===== config.mk =====
export PLATFORM = sky130hd
export DESIGN_NAME = arp_cache
export DESIGN_NICKNAME = d
export VERILOG_FILES = /design/src/rtl/eth_pkg.sv /design/src/rtl/first_free_enc.sv /design/src/rtl/arp_cache.sv
export SDC_FILE = /design/constraint.sdc
export NUM_CORES = 2
export LEC_CHECK = 0
export CAP_MARGIN = 20
export CORE_UTILIZATION = 49
export CTS_BUF_LIST = sky130_fd_sc_hd__clkbuf_2
export DETAILED_ROUTE_END_ITERATION = 10
export PLACE_DENSITY = 0.67
export SYNTH_ARGS = -nofsm -noshare
export SYNTH_HDL_FRONTEND = slang
export SYNTH_HIERARCHICAL = 1
export SYNTH_SLANG_ARGS = --single-unit

===== constraint.sdc =====
create_clock -name clk -period 13.9 [get_ports clk]
set_input_delay 1.39 -clock clk [delete_from_list [all_inputs] [get_ports clk]]
set_output_delay 1.39 -clock clk [all_outputs]
set_load 0.02 [all_outputs]

===== src/rtl/eth_pkg.sv =====
// Shared Ethernet/ARP definitions.
//   IP_W, MAC_W, AGE_W : field widths of one cache entry
//   MAC_BCAST          : all-ones broadcast hardware address
//   MCAST_BIT          : group (I/G) bit of a MAC address, set for multicast
//   arp_entry_t        : one IP-to-MAC binding with its valid flag and age
//   is_group_mac()     : true for multicast or broadcast hardware addresses
package eth_pkg;

  localparam int IP_W      = 32;
  localparam int MAC_W     = 48;
  localparam int AGE_W     = 16;
  localparam int MCAST_BIT = 40;

  localparam logic [MAC_W-1:0] MAC_BCAST = 48'hFFFF_FFFF_FFFF;

  typedef struct packed {
    logic             valid;
    logic [IP_W-1:0]  ip;
    logic [MAC_W-1:0] mac;
    logic [AGE_W-1:0] age;
  } arp_entry_t;

  function automatic logic is_group_mac(input logic [MAC_W-1:0] mac);
    return mac[MCAST_BIT] || (mac == MAC_BCAST);
  endfunction

endpackage


===== src/rtl/first_free_enc.sv =====
// Lowest-index priority encoder over a vector of free slots.
//   free  : one bit per slot, 1 = slot available
//   idx   : index of the lowest set bit (0 when none set)
//   found : at least one bit of free is set
module first_free_enc #(
  parameter int N  = 8,
  parameter int IW = $clog2(N)
) (
  input  logic [N-1:0]  free,
  output logic [IW-1:0] idx,
  output logic          found
);

  // NOTE: defaults are assigned before the loop so every path drives both
  // outputs; without them this block would infer latches.
  always_comb begin
    idx   = '0;
    found = 1'b0;
    // Scan from the top down so the lowest free slot is the last one written.
    for (int i = N - 1; i >= 0; i--) begin
      if (free[i]) begin
        idx   = IW'(i);
        found = 1'b1;
      end
    end
  end

endmodule


===== src/rtl/arp_cache.sv =====
// Small fully associative IP-to-MAC cache fed by the ARP receive path and
// queried by the transmit path.
//   learn_valid/ip/mac : binding to learn (group senders and 0.0.0.0 ignored)
//   lookup_valid/ip    : resolve request; lookup_ready accepts it
//   rsp_valid/hit/mac  : response one cycle after an accepted lookup
//   age_tick           : ageing strobe; entries expire after MAX_AGE ticks
//   flush              : invalidate everything, reset the victim pointer
//   occupancy          : registered count of valid entries
module arp_cache
  import eth_pkg::*;
#(
  parameter int               ENTRIES = 8,
  parameter logic [AGE_W-1:0] MAX_AGE = 16'd60000
) (
  input  logic                       clk,
  input  logic                       rst_n,
  input  logic                       learn_valid,
  input  logic [IP_W-1:0]            learn_ip,
  input  logic [MAC_W-1:0]           learn_mac,
  input  logic                       lookup_valid,
  input  logic [IP_W-1:0]            lookup_ip,
  output logic                       lookup_ready,
  output logic                       rsp_valid,
  output logic                       rsp_hit,
  output logic [MAC_W-1:0]           rsp_mac,
  input  logic                       age_tick,
  input  logic                       flush,
  output logic [$clog2(ENTRIES):0]   occupancy
);

  localparam int IW    = $clog2(ENTRIES);
  localparam int OCC_W = IW + 1;

  logic [ENTRIES-1:0] valid_q, valid_d;
  logic [AGE_W-1:0]   age_q [ENTRIES];
  logic [AGE_W-1:0]   age_d [ENTRIES];
  logic [IP_W-1:0]    ip_q  [ENTRIES];
  logic [MAC_W-1:0]   mac_q [ENTRIES];
  logic [IW-1:0]      victim_q, victim_d;
  logic [OCC_W-1:0]   occ_d;

  // Lookup side: the table is read from registered state, so a learn in the
  // same cycle is not yet visible (read before write).
  arp_entry_t lk_entry;
  logic       accept;

  assign lookup_ready = rst_n && !flush;
  assign accept       = lookup_valid && lookup_ready;

  always_comb begin
    lk_entry = '0;
    for (int i = 0; i < ENTRIES; i++) begin
      if (valid_q[i] && (ip_q[i] == lookup_ip)) begin
        lk_entry.valid = 1'b1;
        lk_entry.ip    = ip_q[i];
        lk_entry.mac   = mac_q[i];
        lk_entry.age   = age_q[i];
      end
    end
  end

  // Learn side: refresh an existing binding first, then the lowest free slot,
  // and only evict through the round-robin victim pointer when full.
  logic          learn_ok, ln_hit, free_found, use_victim;
  logic [IW-1:0] ln_idx, free_idx, wr_idx;

  assign learn_ok = learn_valid && (learn_ip != '0) && !is_group_mac(learn_mac);

  always_comb begin
    ln_hit = 1'b0;
    ln_idx = '0;
    for (int i = 0; i < ENTRIES; i++) begin
      if (valid_q[i] && (ip_q[i] == learn_ip)) begin
        ln_hit = 1'b1;
        ln_idx = IW'(i);
      end
    end
  end

  first_free_enc #(.N(ENTRIES), .IW(IW)) u_first_free (
    .free  (~valid_q),
    .idx   (free_idx),
    .found (free_found)
  );

  assign use_victim = learn_ok && !ln_hit && !free_found;
  assign wr_idx     = ln_hit ? ln_idx : (free_found ? free_idx : victim_q);

  // Priority, lowest to highest: ageing, learn, flush.
  always_comb begin
    valid_d  = valid_q;
    age_d    = age_q;
    victim_d = victim_q;
    if (age_tick) begin
      for (int i = 0; i < ENTRIES; i++) begin
        if (valid_q[i]) begin
          if (age_q[i] != '1) age_d[i] = age_q[i] + AGE_W'(1);
          if (age_d[i] >= MAX_AGE) valid_d[i] = 1'b0;
        end
      end
    end
    if (learn_ok) begin
      valid_d[wr_idx] = 1'b1;
      age_d[wr_idx]   = '0;
      // ENTRIES is a power of two, so the increment wraps by itself.
      if (use_victim) victim_d = victim_q + IW'(1);
    end
    if (flush) begin
      valid_d  = '0;
      victim_d = '0;
    end
  end

  always_comb begin
    occ_d = '0;
    for (int i = 0; i < ENTRIES; i++) occ_d = occ_d + OCC_W'(valid_d[i]);
  end

  always_ff @(posedge clk or negedge rst_n) begin
    if (!rst_n) begin
      valid_q   <= '0;
      victim_q  <= '0;
      occupancy <= '0;
      rsp_valid <= 1'b0;
      rsp_hit   <= 1'b0;
      rsp_mac   <= '0;
      for (int i = 0; i < ENTRIES; i++) age_q[i] <= '0;
    end else begin
      valid_q   <= valid_d;
      victim_q  <= victim_d;
      occupancy <= occ_d;
      age_q     <= age_d;
      rsp_valid <= accept;
      rsp_hit   <= accept && lk_entry.valid;
      rsp_mac   <= (accept && lk_entry.valid) ? lk_entry.mac : '0;
    end
  end

  // NOTE: the address/MAC storage deliberately has no reset; it is only ever
  // observed through a set valid bit, which is reset.
  always_ff @(posedge clk) begin
    if (learn_ok && !flush) begin
      ip_q[wr_idx]  <= learn_ip;
      mac_q[wr_idx] <= learn_mac;
    end
  end

endmodule


==> summary.md <==
| Metric | Value |
|---|---|
| Max_slew headroom | 27.6% |
| R2r setup slk | 7.62 ns |
| First-pass GRT wire length | 184 mm |
| Layout Nets | 3691 |
| Synth Area per Inst | 12.2 sq um |
| Clock Skew | 0.199 ns |
| Hold WS | 0.468 ns |
| Post-synthesis mux area share | 0.574% |
| Status | complete, no violations |
| RD Place Congestion | 0.959 |
| Max_cap viols | 0 |
| Endpoints failing hold | 0 |
| Routed WL per cell | 26.3 um |
| Worst Path Max Fanout | 18 |
| Fill count | 6547 |
| Max VDD drop | 0.0832 mV |
| Worst skew pair latency | 1.60 ns |
| Register area share after synthesis | 60.7% |
| Critical Path RT | 15.19 ns |
| Final setup TNS | 0 ns |
| Asr flop ratio synth | 23.2% |
| Remaining antenna violation count after routing | 0 |
| # resized after CTS | 0 |
| PwrDens | 106 nW/um^2 |
| EDFF count, synth | 640 |
| Max Fclk | 0.153 GHz |
| Top cells by count, synth | edfxtp_1, xnor2_1, xor2_1 |
| Chip height | 286 um |
| Crit path DAT | 7.82 ns |
| Overall via count from detail_route | 28400 |
| Synth Cell Area | 39600 sq um |
| CP dominant cell by count | fa_1 |
| TritonCTS Sinks | 833 |
| Number of global-route vias before repair | 28800 |
| Input/output buffers | 172 |
| Period utilization | 46.9% |
| Post-Synth XOR/XNOR Area | 13.8% |
| Clock root cell | clkbuf_2 |
| Area contributors post-synth | edfxtp_1, dfrtp_1, xnor2_1, xor2_1, nor2_1 |
| CTS tree | yes |
| H-tree depth | 4 |
| Initial antenna violation count | 10 |
| Worst setup SP type | primary input |
| Largest net degree at the start of global routing | 98 |
| Post-synth cell types | 78 |
| Worst path bufs/invs | 4 |
| Final min period | 6.52 ns |
| Crit-path leading delay family | simple AND/OR/NAND/NOR gates |
| Synth Area in Compound Gates | 7.62% |
| Chip width | 286 um |
| RSZ-0062 raised after global routing | false |
| # rows | 103 |
| CORE AREA | 79500 sq um |
| Yosys top cell by area | edfxtp_1 |
| Initial Util | 49.9% |
| Cts bufs inserted | 209 |
| WL final | 126 mm |
| Share of layout cells above drive strength 1 | 14.2% |
| Post-synth top area share | 48.5% |
| Largest family of logic cells by synthesized area | XOR/XNOR gates |
| Mapped Cells | 3256 |
| Critical-path cell list | clkdlybuf4s50_1, buf_4, xor2_1, nor4_1, nand4_1, nor4_1, o21ai_0, or2_1, nand3_2, nor2b_4, o21a_1, fa_1, inv_1, fa_1, inv_1, fa_1, ha_1, fa_1, xor2_1 |
| Ys Warns | 6 |
| Clock transition at path regs | 0.10 ns |
| Most frequent cell after synthesis | edfxtp_1 |
| Endpoints failing setup | 0 |
| Worst-margin pin slew | 1.08 ns |
| CP peak stage delay | 0.80 ns |
| Yosys reg bits | 833 |
| Slew Limit Fails | 0 |
| Area Overhead vs Synth | 12.4% |
| Clock Path Buffers | 3 |
| Synth Area in Adders | 0.631% |
| Leak Pwr | 15.7 nW |
| Hold Path Class | primary input to async pin |
| Setup CP Type | primary input to register |
| Crit end category | register |
| Initial DRT Pass Iterations | 6 |
| Full die area | 82100 sq um |
| I/O pins | 173 |
| Vias per cell | 5.94 |
| Main synth FF type | edfxtp_1 |
| Residual DRC | 0 |
| DP Wirelength | 77.2 mm |
| All-layer global routing usage | 30.7% |
| Grt ovf | 0 |
| CP max stage cell | nor4_1 |
| Post-Synth Simple-Gate Area | 13.3% |
| Initial drt markers | 2613 |
| Mapped Nets | 3390 |
==> cell type report <==
class,count,area [sq um],area share (%)
diodes,8,20.0,0.0449
clock buffers,310,1550,3.48
clock inverters,70,394,0.884
inverters,125,472,1.06
multi-input cells,2121,14300,32.2
flip-flops and latches,833,24000,53.9
well taps,1050,1310,2.95
repair buffers,267,2440,5.48
==> sequential cells by signal, indices dropped and copies added (netlist names) <==
register / count
rsp_mac: 48
rsp_valid: 1
victim_q: 3
occupancy: 4
rsp_hit: 1
mac_q: 384
valid_q: 8
age_q: 128
ip_q: 256
==> metal layers <==
metal / track usage [%] / vias up / share of wire [%]
met5: 0 / - / 0.043
met4: 12.1 / 8 / 3.1
met3: 7.48 / 262 / 9.4
met2: 49.4 / 1409 / 47
met1: 40.1 / 14100 / 40
li1: - / 12700 / -
==> path summary, 6_finish.rpt <==
path | endpoint | startpoint | cells past startpoint
worst max-delay path | occupancy[2]$_DFF_PN0_ | learn_ip[16] | 19
worst min-delay path | rsp_mac[14]$_DFF_PN0_ | rst_n | 2
worst max register to register | occupancy[2]$_DFF_PN0_ | ip_q[5][16]$_DFFE_PP_ | 17
worst min register to register | age_q[127]$_DFF_PN0_ | age_q[127]$_DFF_PN0_ | 1
max in group asynchronous | rsp_mac[39]$_DFF_PN0_ | rst_n | 3
min in group clk | age_q[127]$_DFF_PN0_ | age_q[127]$_DFF_PN0_ | 1
==> layout by cell type (no fill, tap or decap), types with 12 or more instances in the layout <==
cell type,synthesis,routed
nor2b_1,12,12
nor4_1,106,105
a21oi_1,131,131
mux2i_1,16,16
nand3_1,97,97
or3_1,15,15
nor2_4,11,17
and2_1,18,17
o21ai_0,92,92
inv_1,124,123
xnor2_1,363,363
clkbuf_2,1,310
buf_4,13,94
edfxtp_1,640,640
nand2_1,174,173
xor2_1,260,260
a31oi_1,22,22
a221oi_1,98,98
and3_1,31,31
clkdlybuf4s50_1,0,171
o221ai_1,49,49
nor3_1,53,52
ha_1,12,12
clkinv_1,1,49
or2_2,52,52
nand4_1,135,135
dfrtp_1,193,193
nor2_1,236,230
==> report_power, final <==
part	internal [mW]	switching (mW)	leakage [nW]	total, mW
Combinational	0.104	0.200	5.78	0.303
Clock	0.626	1.06	1.48	1.69
Sequential	2.70	0.0130	8.43	2.71
Total	3.43	1.27	15.7	4.70
==> stage by stage <==
stage / total power, mW / setup slack, ns / std cells / area [sq um] / util (%)
CTS: 4.75 / 7.60 / 4775 / 44600 / 56.0
finish: 4.70 / 7.38 / 4784 / 44600 / 56.1
detailed placement: 3.07 / 6.07 / 4394 / 42600 / 53.6
global placement: 3.06 / 6.12 / 4394 / 42600 / 53.6
global route: 4.88 / 7.31 / 4781 / 44600 / 56.1
floorplan: 2.91 / 2.36 / 3256 / 39600 / -
==> cell families (layout without fill, tap and decap cells) <==
family,after synthesis,count (layout)
and+or+nand+nor,1005,1005
DFF,833,833
xor gates and xnor gates,623,623
AOI/OAI and AO/OA,453,453
buffers and inverters,302,772
muxes,22,22
adders and majority gates,18,18
other,0,8
==> repair_timing <==
item	CTS	global route
hold buffers	1	0
hold endpoints to repair	81	0
buffers inserted	0	0
Note: power is estimated with default switching activity, not from simulation.
